<file path="src/rtl/caliptra_prim_alert_ping_sched.sv">
// Round-robin ping scheduler for the alert receivers: pings one enabled channel at a time,
// waits for its acknowledge and flags channels that miss their response window.
module caliptra_prim_alert_ping_sched #(
  parameter int unsigned NumAlerts = 4,
  parameter int unsigned WaitW     = 24,
  parameter int unsigned TimeoutW  = 16,
  parameter int unsigned IdxW      = (NumAlerts > 1) ? $clog2(NumAlerts) : 1
) (
  input  logic                 clk_i,
  input  logic                 rst_i,
  input  logic                 en_i,
  input  logic [NumAlerts-1:0] alert_en_i,
  input  logic [WaitW-1:0]     wait_cyc_i,
  input  logic [TimeoutW-1:0]  timeout_cyc_i,
  input  logic                 clr_fail_i,
  input  logic [NumAlerts-1:0] ping_ok_i,
  output logic [NumAlerts-1:0] ping_req_o,
  output logic                 ping_fail_o,
  output logic [IdxW-1:0]      ping_fail_idx_o,
  output logic [NumAlerts-1:0] alert_fail_o,
  output logic                 busy_o
);

  typedef enum logic [1:0] {StIdle, StWait, StPing} state_e;

  state_e                state_q, state_d;
  logic [WaitW-1:0]      wcnt_q, wcnt_d;
  logic [TimeoutW-1:0]   tcnt_q, tcnt_d;
  logic [IdxW-1:0]       cur_idx_q, cur_idx_d;
  logic [IdxW-1:0]       last_idx_q, last_idx_d;
  logic [NumAlerts-1:0]  alert_fail_q, alert_fail_d;
  logic                  ping_fail_q;
  logic [IdxW-1:0]       ping_fail_idx_q;
  logic                  fail_set;
  logic [IdxW-1:0]       sel_idx;
  logic [IdxW-1:0]       cand;

  // Walk candidates from farthest to nearest so the nearest enabled channel after
  // last_idx is the one left in sel_idx.
  always_comb begin
    sel_idx = '0;
    cand    = '0;
    for (int i = int'(NumAlerts); i >= 1; i--) begin
      cand = IdxW'((int'(last_idx_q) + i) % int'(NumAlerts));
      if (alert_en_i[cand]) begin
        sel_idx = cand;
      end
    end
  end

  always_comb begin
    state_d    = state_q;
    wcnt_d     = wcnt_q;
    tcnt_d     = tcnt_q;
    cur_idx_d  = cur_idx_q;
    last_idx_d = last_idx_q;
    fail_set   = 1'b0;

    if (!en_i) begin
      state_d = StIdle;
    end else begin
      case (state_q)
        StIdle: begin
          state_d = StWait;
          wcnt_d  = wait_cyc_i;
        end
        StWait: begin
          if (wcnt_q != '0) begin
            wcnt_d = wcnt_q - WaitW'(1);
          end else if (|alert_en_i) begin
            cur_idx_d  = sel_idx;
            last_idx_d = sel_idx;
            tcnt_d     = timeout_cyc_i;
            state_d    = StPing;
          end else begin
            wcnt_d = wait_cyc_i;
          end
        end
        StPing: begin
          if (!alert_en_i[cur_idx_q] || ping_ok_i[cur_idx_q]) begin
            state_d = StWait;
            wcnt_d  = wait_cyc_i;
          end else if (tcnt_q == '0) begin
            fail_set = 1'b1;
            state_d  = StWait;
            wcnt_d   = wait_cyc_i;
          end else begin
            tcnt_d = tcnt_q - TimeoutW'(1);
          end
        end
        default: state_d = StIdle;
      endcase
    end
  end

  // A new failure wins over a simultaneous clear for its own bit.
  always_comb begin
    alert_fail_d = clr_fail_i ? '0 : alert_fail_q;
    if (fail_set) begin
      alert_fail_d[cur_idx_q] = 1'b1;
    end
  end

  always_ff @(posedge clk_i) begin
    if (rst_i) begin
      state_q         <= StIdle;
      wcnt_q          <= '0;
      tcnt_q          <= '0;
      cur_idx_q       <= '0;
      last_idx_q      <= IdxW'(NumAlerts - 1);
      alert_fail_q    <= '0;
      ping_fail_q     <= 1'b0;
      ping_fail_idx_q <= '0;
    end else begin
      state_q         <= state_d;
      wcnt_q          <= wcnt_d;
      tcnt_q          <= tcnt_d;
      cur_idx_q       <= cur_idx_d;
      last_idx_q      <= last_idx_d;
      alert_fail_q    <= alert_fail_d;
      ping_fail_q     <= fail_set;
      ping_fail_idx_q <= fail_set ? cur_idx_q : '0;
    end
  end

  always_comb begin
    ping_req_o = '0;
    if (state_q == StPing) begin
      ping_req_o[cur_idx_q] = 1'b1;
    end
  end

  assign busy_o          = (state_q != StIdle);
  assign ping_fail_o     = ping_fail_q;
  assign ping_fail_idx_o = ping_fail_idx_q;
  assign alert_fail_o    = alert_fail_q;

endmodule

</file>
<file path="config.mk">
export PLATFORM = sky130hd
export DESIGN_NAME = caliptra_prim_alert_ping_sched
export DESIGN_NICKNAME = d
export VERILOG_FILES = /design/src/rtl/caliptra_prim_alert_ping_sched.sv
export SDC_FILE = /design/constraint.sdc
export NUM_CORES = 1
export LEC_CHECK = 0
export ABC_AREA = 1
export ABC_CLOCK_PERIOD_IN_PS = 2200
export BUFFER_PORTS_ARGS = -buffer_cell sky130_fd_sc_hd__buf_4
export CAP_MARGIN = 20
export CORE_AREA = 2 2 99 101
export CTS_BUF_LIST = sky130_fd_sc_hd__clkbuf_4 sky130_fd_sc_hd__clkbuf_8 sky130_fd_sc_hd__clkbuf_16
export DETAILED_ROUTE_END_ITERATION = 10
export DIE_AREA = 0 0 101 103
export PLACE_DENSITY = 0.59
export SETUP_SLACK_MARGIN = 0.05
export SLEW_MARGIN = 20
export SYNTH_ARGS = -nofsm -noshare
export SYNTH_HDL_FRONTEND = slang
export SYNTH_SLANG_ARGS = --single-unit
</file>
<file path="constraint.sdc">
create_clock -name clk_i -period 2.2 [get_ports clk_i]
set_input_delay 0.22 -clock clk_i [delete_from_list [all_inputs] [get_ports clk_i]]
set_output_delay 0.22 -clock clk_i [all_outputs]
set_load 0.03 [all_outputs]
</file>
==> run summary <==
The flow ran to the end, and the final reports show no timing, DRC or antenna violations. The run gives 0.31 ns as the clock insertion delay at the later pin of the skew report. After the first detailed-routing iteration, the DRC count stood at 168. At the worst endpoint, the required time is 2.41 ns. The floorplan step defined a die boundary enclosing 10400 µm².

Of the total power, the share spent switching nets is 33.0%. Along the worst path, the maximum fanout reaches 9. Clock transition at the registers of the reported paths: 0.11 ns. In this run the critical register-to-register path is launched from wcnt_q[0].

The warning count from the yosys run came out at 0. 64 I/O pins were placed. Hold repair after CTS inserted 0 buffers. For the internal power contribution, the log shows 1.61 mW. The count of buffers inserted at the top-level ports is 63, and the number of max-cap violations is 0. The critical path starts at wcnt_q[0]. The run gives 0.291 ns as the final worst setup slack.

In this run the clock root is driven by a clkbuf_8. The number of antenna diodes in the final layout is 0. Counting every instance in the synthesized netlist gives 599.

Summing every instance area after synthesis gives 3640 µm². The number of clock sinks was 53. The sum of negative setup slack came out at 0 ns. The number of cell rows came out at 36. IR analysis of the VDD net gives a maximum drop of 0.274 mV.

The total design power came out at 2.41 mW. The share of the Yosys chip area taken by registers is 29.1%. The final layout contains routed wiring with a total length of 9540 µm. The run gives 655 as the post-synth net total.

The share of power burned in combinational logic was 26.9%. The share of synthesized area in the top cell type comes to 29.1%. The largest total area in the synthesized netlist belongs to dfxtp_1. For this design the total switching power over the nets is 0.794 mW. In this run, synthesis inferred 0 flip-flops with an integrated enable. The flip-flop and latch count after synthesis was 53.

The tools report the tightest slew margin relative to the limit as 68.0%. After synthesis, the cell types taking the most area are dfxtp_1 29%, nand2_1 18%, nor2_1 12%. Setup repair after global routing could not meet its margin everywhere.

Global routing used 19.3% of the available tracks across all layers. The maximum number of pins on one net before global-route repair is 28, and the post-route clock skew is 0.00570 ns. The power density over the cells works out to 554 nW/µm². Among all flip-flop cells after synthesis, the most frequent one is dfxtp_1. Setup violations remaining at the end of the flow were counted as 0. Number of max-slew violations in the final report: 0. The logs give 6970 µm for the HPWL after detailed placement and 5 for the first-pass iteration count of the detailed router. From synthesis to final layout, the design area changed by 19.2%. In the final routed layout, each cell accounts on average for 12.3 µm.

Hold timing on the final database bottoms out at a slack of 0.205 ns. The number of antenna violations at the first check in global routing is 0. The tools report the number of global-route vias before repair as 3608. The final layout contains 714 nets. Summed over all cells, the static leakage comes to 2.12 nW.

The first-pass GRT wire length came out at 16400 µm. The run gives 4340 µm² as the area of all placed cells without fillers. The most used standard cell by instance count after synthesis was nand2_1. For the worst setup path, the data arrival time is 2.12 ns. STA classifies the critical path endpoint as a flop.

The worst setup path is launched from a flop. The final critical-path share of the clock period was 86.8%. Averaged over all synthesized cells, the footprint is 6.08 µm². The startpoint identified for the worst hold timing path is timeout_cyc_i[4].

The congestion estimate from routability-driven global placement came to 0.939. The tools report the effective utilization at floorplan as 38.5%. The die span in y works out to 103 µm. The async set or reset register ratio after synthesis is 0%, and the H-tree depth is 2. For this block, the via count after detailed routing is 3796.

The number of failing hold endpoints at the final stage was 0; the number of DRC violations after detailed routing was 0. Derived from the worst setup path, the maximum achievable clock frequency is 524 MHz. The die outline width is 101 µm. The smallest clock period supported by the final layout is computed as 1.91 ns. TritonCTS created 5 clock buffers. Dividing the detail-routed via count by the number of cells gives 4.91. At the pin with the least slew margin, the transition time is 0.478 ns.

The total area inside the core boundary comes to 9460 µm². The run gives 38 as the count of unique library cells instantiated by Yosys. The tools report the post-place instance area as 4190 µm².

The clock network accounts for 28.9% of the total power. In the synthesized netlist, the cells that appear most often are 173 x nand2_1, 119 x nor2_1, 53 x dfxtp_1. TritonCTS built the clock tree. OpenSTA, run right after detailed placement, puts the worst setup slack at 0.189 ns.

For the final antenna-violating net count, the log shows 0. The clock passes through at most 2 buffers. The part of the total power dissipated in sequential elements was 44.2%; the fraction of final layout cells sized beyond drive strength 1 was 17.8%.

The path category of the worst min-delay check is primary input to flop. By startpoint and endpoint, the worst setup path is classified as flop to flop. Summed over all layers, the global routing overflow is 0.
-- logic make-up (layout without fill, tap and decap cells) --
| family | Yosys count | in the layout | synth area share [%] |
|---|---|---|---|
| buf+inv | 74 | 134 | 8.59 |
| xor+xnor | 25 | 25 | 6.01 |
| simple gates | 363 | 363 | 42.7 |
| compound gates | 77 | 77 | 11.4 |
| flops | 53 | 53 | 29.1 |
| mux | 3 | 3 | 0.824 |
| fa+ha+maj | 4 | 4 | 1.37 |
-- critical path, stage by stage (launching register included) --
cell and delay (ns):
dfxtp_1 0.34, inv_1 0.10, ha_1 0.15, nand2_1 0.05
nor2_1 0.17, nand2_1 0.07, nor2_1 0.14, nand3_1 0.17
nand2_2 0.13, nor2_4 0.07, buf_4 0.17, o21ai_0 0.18
nor2_1 0.06
-- through the flow --
step                      utilization (%)  std cells
after floorplan                         -        599
after global placement               44.3        762
after detailed placement             44.3        762
after CTS                            45.6        771
after global routing                 45.9        773
final                                45.9        773
-- what timing repair did --
action / CTS / global route
cloned: 1 / 0
setup buffers: 0 / 2
resized for setup: 1 / 3
setup endpoints to repair: 2 / 30
-- layout by cell type (no fill, tap or decap), types with 4 or more instances in the layout --
| master | netlist | layout |
|---|---|---|
| nand4_1 | 5 | 5 |
| buf_4 | 3 | 70 |
| nand3_1 | 30 | 30 |
| ha_1 | 4 | 4 |
| nand2_1 | 173 | 173 |
| inv_2 | 6 | 6 |
| dfxtp_1 | 53 | 53 |
| o22ai_1 | 4 | 4 |
| nor2_2 | 7 | 7 |
| or2_2 | 8 | 8 |
| o21ai_0 | 44 | 44 |
| xnor2_1 | 5 | 5 |
| inv_1 | 48 | 47 |
| a21oi_1 | 18 | 18 |
| nand2_2 | 4 | 4 |
| nor2_1 | 119 | 119 |
| xor2_1 | 20 | 20 |
| clkbuf_8 | 0 | 5 |
-- power by group through the flow --
stage	registers (mW)	clock network, mW	logic (mW)
2_1_floorplan	1.07	0	0.467
3_3_place_gp	1.09	0	0.631
3_5_place_dp	1.09	0	0.640
4_1_cts	1.06	0.715	0.645
5_1_grt	1.07	0.755	0.743
6_report	1.06	0.696	0.646
-- state kept, by name, summed over array words and instances, names as in the netlist --
signal and cells:
alert_fail_o 4, cur_idx_q 2, last_idx_q 2, ping_fail_idx_o 2
ping_fail_o 1, state_q 2, tcnt_q 16, wcnt_q 24
-- per-layer routing --
layer / global-route usage (%) / part of all wire (%) / up-vias / wire [µm]
met5: 0 / 0 / - / 0
met4: 4.16 / 0.64 / 0 / 61
met3: 2.78 / 3.8 / 4 / 366
met2: 31.5 / 44 / 74 / 4240
met1: 27.3 / 51 / 1717 / 4880
li1: - / - / 2001 / -
-- path summary, 6_finish.rpt --
kind / end / slack, ns / depth (start not counted)
worst min-delay path: tcnt_q[4] / 0.20 / 3
worst max register to register: wcnt_q[6] / 0.29 / 12
worst max-delay path: wcnt_q[6] / 0.29 / 12
worst min register to register: alert_fail_o[2] / 0.48 / 2
-- cell type report --
class                           instances  area, µm²
Fill cell                             996       5120
Clock buffer                            5       68.8
Clock inverter                          3       46.3
Tap cell                              114        143
Inverter                               55        215
Timing Repair Buffer                   70        526
Sequential cell                        53       1060
Multi-Input combinational cell        472       2280
Timing Repair inverter                  1       5.00
Power figures use the tool's default switching activity.
